==> config.mk <==
export PLATFORM = sky130hd
export DESIGN_NAME = butterfly_in
export DESIGN_NICKNAME = d
export VERILOG_FILES = /design/src/rtl/butterfly_in_pkg.sv /design/src/rtl/butterfly_in_delay_line.sv /design/src/rtl/butterfly_in.sv
export SDC_FILE = /design/constraint.sdc
export NUM_CORES = 1
export LEC_CHECK = 0
export CAP_MARGIN = 0
export CELL_PAD_IN_SITES_DETAIL_PLACEMENT = 1
export CELL_PAD_IN_SITES_GLOBAL_PLACEMENT = 2
export CORE_MARGIN = 4
export CORE_UTILIZATION = 31
export CTS_CLUSTER_DIAMETER = 150
export CTS_CLUSTER_SIZE = 25
export DETAILED_ROUTE_END_ITERATION = 8
export GPL_TIMING_DRIVEN = 0
export PLACE_DENSITY_LB_ADDON = 0.1
export SETUP_SLACK_MARGIN = 0.3
export SYNTH_ARGS = -nofsm -noshare
export SYNTH_HDL_FRONTEND = slang
export SYNTH_SLANG_ARGS = --single-unit
==> constraint.sdc <==
create_clock -name clk -period 1.7 [get_ports clk]
set_input_delay 0.255 -clock clk [delete_from_list [all_inputs] [get_ports clk]]
set_output_delay 0.255 -clock clk [all_outputs]
set_load 0.05 [all_outputs]
==> src/rtl/butterfly_in_pkg.sv <==
// Shared encodings for the butterfly read/write routers: bank selects, radix mode,
// and the layout of the control word that travels alongside a bank read.
package butterfly_in_pkg;

    localparam logic [1:0] SEL_Q0 = 2'd0;
    localparam logic [1:0] SEL_Q1 = 2'd1;
    localparam logic [1:0] SEL_Q2 = 2'd2;
    localparam logic [1:0] SEL_Q3 = 2'd3;

    localparam logic MODE_R2 = 1'b0;
    localparam logic MODE_R4 = 1'b1;

    // Control carried through the read-latency delay line, MSB first.
    typedef struct packed {
        logic       valid;
        logic       mode;
        logic [1:0] sel_0;
        logic [1:0] sel_1;
        logic [1:0] sel_2;
        logic [1:0] sel_3;
    } beat_ctl_t;

    localparam int CTL_WIDTH = $bits(beat_ctl_t);

endpackage

==> src/rtl/butterfly_in_delay_line.sv <==
// Resettable shift register of DEPTH stages; aligns beat control with bank read data.
module delay_line #(
    parameter int WIDTH = 10,
    parameter int DEPTH = 1
) (
    input  logic             clk,
    input  logic             rst,
    input  logic [WIDTH-1:0] din,
    output logic [WIDTH-1:0] dout
);

    logic [WIDTH-1:0] stages [DEPTH];

    // NOTE: every stage is reset (not only the valid bit) so a reset drops in-flight beats cleanly.
    always_ff @(posedge clk) begin
        if (rst) begin
            for (int i = 0; i < DEPTH; i++) stages[i] <= '0;
        end else begin
            stages[0] <= din;
            for (int i = 1; i < DEPTH; i++) stages[i] <= stages[i-1];
        end
    end

    assign dout = stages[DEPTH-1];

endmodule

==> src/rtl/butterfly_in.sv <==
// Read-side crossbar: routes bank data q0..q3 to the two butterflies using selects delayed
// by the bank read latency, flags bank conflicts and marks the last beat of each stage.
module butterfly_in
    import butterfly_in_pkg::*;
#(
    parameter int data_width = 12,
    parameter int RD_LAT     = 1,
    parameter int BEATS      = 64
) (
    input  logic                  clk,
    input  logic                  rst,
    input  logic                  sel_0,
    input  logic                  rd_valid,
    input  logic [1:0]            sel_b_0,
    input  logic [1:0]            sel_b_1,
    input  logic [1:0]            sel_b_2,
    input  logic [1:0]            sel_b_3,
    input  logic [data_width-1:0] q0,
    input  logic [data_width-1:0] q1,
    input  logic [data_width-1:0] q2,
    input  logic [data_width-1:0] q3,
    output logic [data_width-1:0] bf_0_upper,
    output logic [data_width-1:0] bf_0_lower,
    output logic [data_width-1:0] bf_1_upper,
    output logic [data_width-1:0] bf_1_lower,
    output logic                  bf_mode,
    output logic                  out_valid,
    output logic                  conflict,
    output logic                  stage_done
);

    localparam int             CW   = $clog2(BEATS);
    localparam logic [CW-1:0]  LAST = CW'(BEATS - 1);

    beat_ctl_t     ctl_in;
    beat_ctl_t     ctl;
    logic [CW-1:0] count;
    logic          same_bank;

    assign ctl_in = '{valid: rd_valid, mode: sel_0,
                      sel_0: sel_b_0, sel_1: sel_b_1, sel_2: sel_b_2, sel_3: sel_b_3};

    delay_line #(
        .WIDTH (CTL_WIDTH),
        .DEPTH (RD_LAT)
    ) u_ctl_delay (
        .clk  (clk),
        .rst  (rst),
        .din  (ctl_in),
        .dout (ctl)
    );

    function automatic logic [data_width-1:0] route(
        input logic [1:0]            s,
        input logic [data_width-1:0] a,
        input logic [data_width-1:0] b,
        input logic [data_width-1:0] c,
        input logic [data_width-1:0] d
    );
        case (s)
            SEL_Q0:  return a;
            SEL_Q1:  return b;
            SEL_Q2:  return c;
            default: return d;
        endcase
    endfunction

    assign same_bank = (ctl.sel_0 == ctl.sel_1) || (ctl.sel_0 == ctl.sel_2) ||
                       (ctl.sel_0 == ctl.sel_3) || (ctl.sel_1 == ctl.sel_2) ||
                       (ctl.sel_1 == ctl.sel_3) || (ctl.sel_2 == ctl.sel_3);

    // Operands and mode hold across invalid beats; the strobes drop to 0.
    always_ff @(posedge clk) begin
        if (rst) begin
            bf_0_upper <= '0;
            bf_0_lower <= '0;
            bf_1_upper <= '0;
            bf_1_lower <= '0;
            bf_mode    <= 1'b0;
            out_valid  <= 1'b0;
            conflict   <= 1'b0;
            stage_done <= 1'b0;
            count      <= '0;
        end else begin
            out_valid  <= ctl.valid;
            conflict   <= ctl.valid && same_bank;
            stage_done <= ctl.valid && (count == LAST);
            if (ctl.valid) begin
                bf_0_upper <= route(ctl.sel_0, q0, q1, q2, q3);
                bf_0_lower <= route(ctl.sel_1, q0, q1, q2, q3);
                bf_1_upper <= route(ctl.sel_2, q0, q1, q2, q3);
                bf_1_lower <= route(ctl.sel_3, q0, q1, q2, q3);
                bf_mode    <= ctl.mode;
                count      <= (count == LAST) ? '0 : count + CW'(1);
            end
        end
    end

endmodule

==> impl_metrics.py <==
metrics = {
    "outcome": {
        "status": "finished clean",
    },
    "logic_synthesis": {
        "seq_area_frac_synth": 0.3627,
        "synthAdderAreaFrac": 0.003333,
        "yosys.area_share.xor_xnor": 0.03733,
        "yosysWarnings": 0,
        "synthArstFlopShare": 0,
        "synth.ff_latch_count": 68,
        "synth.area.mux_share": 0.4413,
        "synth_most_common_cell": "dfxtp_1",
        "synth_flop_cell": "dfxtp_1",
        "synth_top_family_by_area": "multiplexers",
        "yosys.area.top_type": "dfxtp_1",
        "ys_types": 23,
        "synthTopCellsByCount": "dfxtp_1, nor2_1, mux2i_1",
        "synth_compound_area_frac": 0.01200,
        "syn_area_sq_um": 3754,
        "avgSynthCellArea_sq_um": 12.90,
        "synth_top_area_share": 0.3627,
        "syn-num-nets": 352,
        "synth_area_leaders": "dfxtp_1, mux4_2, mux4_1",
        "synth-simple-area-share": 0.08167,
        "synth_edf_count": 0,
        "syn_inst": 291,
    },
    "critical_path": {
        "cp.arrival_ns": 1.66,
        "path_class": "flip-flop to flip-flop",
        "cp_top_family": "multiplexers",
        "crit_chain": "buf_8 -> buf_12 -> mux4_2 -> mux2i_1 -> nor2_1",
        "critPathCaptureType": "flip-flop",
        "rr_startpoint": "u_ctl_delay.stages[0][6]",
        "crit_buf_inv": 2,
        "startpoint_type": "flip-flop",
        "cp.depth": 5,
        "reg2reg_depth": 5,
        "startpoint": "u_ctl_delay.stages[0][6]",
        "critPathSlowestCell": "mux4_2",
        "worst_ep_required_time_ns": 1.89,
        "max_stage_delay_ns": 0.51,
        "crit_fanout": 8,
    },
    "pwr": {
        "power_w": 0.004730,
        "leakage_nw": 2.099,
        "ir_drop_mv": 0.6137,
        "power_density_nw_per_um2": 844.2,
    },
    "sta": {
        "max_slew_margin": 0.4672,
        "setup_violations": 0,
        "layout_setup_ws_ns": 0.2226,
        "hold_viol": 0,
        "rsz0062_at_grt": "yes",
        "fin_tns_setup_ns": 0,
        "fin_crit_sh": 0.8691,
        "worstMarginPinSlew_ns": 0.7992,
        "clock_skew_ns": 0.006159,
        "period_needed_ns": 1.477,
        "fmax_mhz": 676.9,
        "slew_viol_final": 0,
    },
    "layout": {
        "utilization": 0.4824,
        "syn_to_final_growth_pct": 49.27,
        "post_route_cells_drive_above_1_share": 0.3494,
        "diodes": 0,
        "layout.nets": 491,
    },
    "floorplan": {
        "die-area_sq_um": 13930,
        "core_area_sq_um": 11610,
        "rows": 39,
        "die_w_microns": 118.0,
        "floorplan.initialDensity": 0.3232,
        "ios": 112,
        "die_y_microns": 118.0,
    },
    "placement": {
        "io_buffer_count": 110,
        "gp_congestion": 0.7523,
        "hpwl_microns": 8537,
        "place_ws_ns": 0.03208,
    },
    "clock_network": {
        "cts_tree": "done",
        "cts.sinks": 68,
        "numCtsBuffers": 9,
        "htree_levels": 3,
        "clkTransAtPathRegs_ns": 0.05,
        "insertion_delay_ns": 0.33,
        "cts_hold_buf": 0,
        "root_buffer": "clkbuf_16",
        "cts_buffer_depth": 2,
    },
    "global_routing": {
        "grt_first_pass_wirelength_microns": 19170,
        "antenna_found_initial": 0,
        "grt_overflow": 0,
        "global_route.usage.total": 0.1796,
        "grt_pass1_vias": 3201,
        "grt_max_degree": 11,
    },
    "routing": {
        "drc_errors": 0,
        "drt-met1-wl_microns": 5617,
        "drtAntennaViolNets": 0,
        "wl_microns": 12130,
        "dr_wl_met3_microns": 456,
        "routed_via_density": 5.033,
        "vias": 2909,
        "top_layer": "met4",
        "wl_per_cell_microns": 20.99,
        "dr_wl_met2_microns": 5947,
        "drt-initial-drc-count": 149,
        "firstDrtPassIters": 4,
    },
    "hold_path": {
        "worstHoldPathCells": 2,
        "min-delay-start": "rst",
        "hold_class": "input pin to flip-flop",
    },
    "flow_run": {
        "max_cap_violations": 0,
    },
}
[cell families after synthesis]
logic type	count (synthesis)
fa+ha+maj	1
compound gates	7
flops	68
xor+xnor	16
simple gates	72
buf+inv	29
mux	98
[where the power goes]
part,internal [W],switching [W]
combinational,0.000586,0.000618
sequential,0.00168,0.0000495
clock,0.00111,0.000687
[path summary, 6_finish.rpt]
| kind | to | slack [ns] |
|---|---|---|
| worst min register to register | bf_mode | 0.48 |
| worst min-delay path | u_ctl_delay.stages[0][9] | 0.32 |
| worst max-delay path | bf_0_upper[4] | 0.22 |
| worst max register to register | bf_0_upper[4] | 0.22 |
[per-layer routing]
layer	track usage	vias to the layer above
met2	0.3000	80
met5	0	-
met3	0.04421	10
met1	0.2360	1456
li1	-	1363
met4	0.03956	0
[metrics by stage]
step / hold slack (ns) / cell area (sq um) / cells
floorplan: 0.3832 / 3754 / 291
global placement: 0.4576 / 5034 / 544
detailed placement: 0.4625 / 5034 / 544
CTS: 0.3141 / 5563 / 572
global route: 0.3545 / 5603 / 578
finish: 0.3154 / 5603 / 578
[placed cells by master, fill, tap and decap left out, drive strengths merged]
master and count:
dfxtp 68, clkdlybuf4s50 58, nor2 54, mux2i 50, clkdlybuf4s15 50, mux4 48
buf 38, clkbuf 26, xor2 15, nor2b 11, nand2 3, o22ai 3
nand4 2, o21bai 1, xnor2 1, o31a 1, nor3 1, o21ai 1
or3 1, a21oi 1, ha 1, clkinv 1
[flip-flops by register name, indices dropped and copies added (netlist names), 6 cells and up]
signal              cells
u_ctl_delay.stages     10
bf_0_lower             12
bf_1_upper             12
count                   6
bf_1_lower             12
bf_0_upper             12
[worst reg2reg max path, cell delays in order, from the launching register on]
cell     delay [ns]
dfxtp_2        0.33
buf_8          0.14
buf_12         0.15
mux4_2         0.51
mux2i_1        0.15
nor2_1         0.05
[what timing repair did]
action,4_1_cts,5_1_grt
pin swaps,0,0
gates resized for setup,180,22
cloned,2,0
setup endpoints to repair,94,52
buffers inserted,10,6
[area by class of cell]
type	count	area, sq um
Buffer	29	286.5
Tap cell	143	178.9
Sequential cell	68	1366
Timing Repair Buffer	128	1384
Fill cell	1237	6011
Clock inverter	1	5.005
Clock buffer	15	277.8
Multi-Input combinational cell	194	2105
No activity file was read; power rests on OpenSTA's default activity.
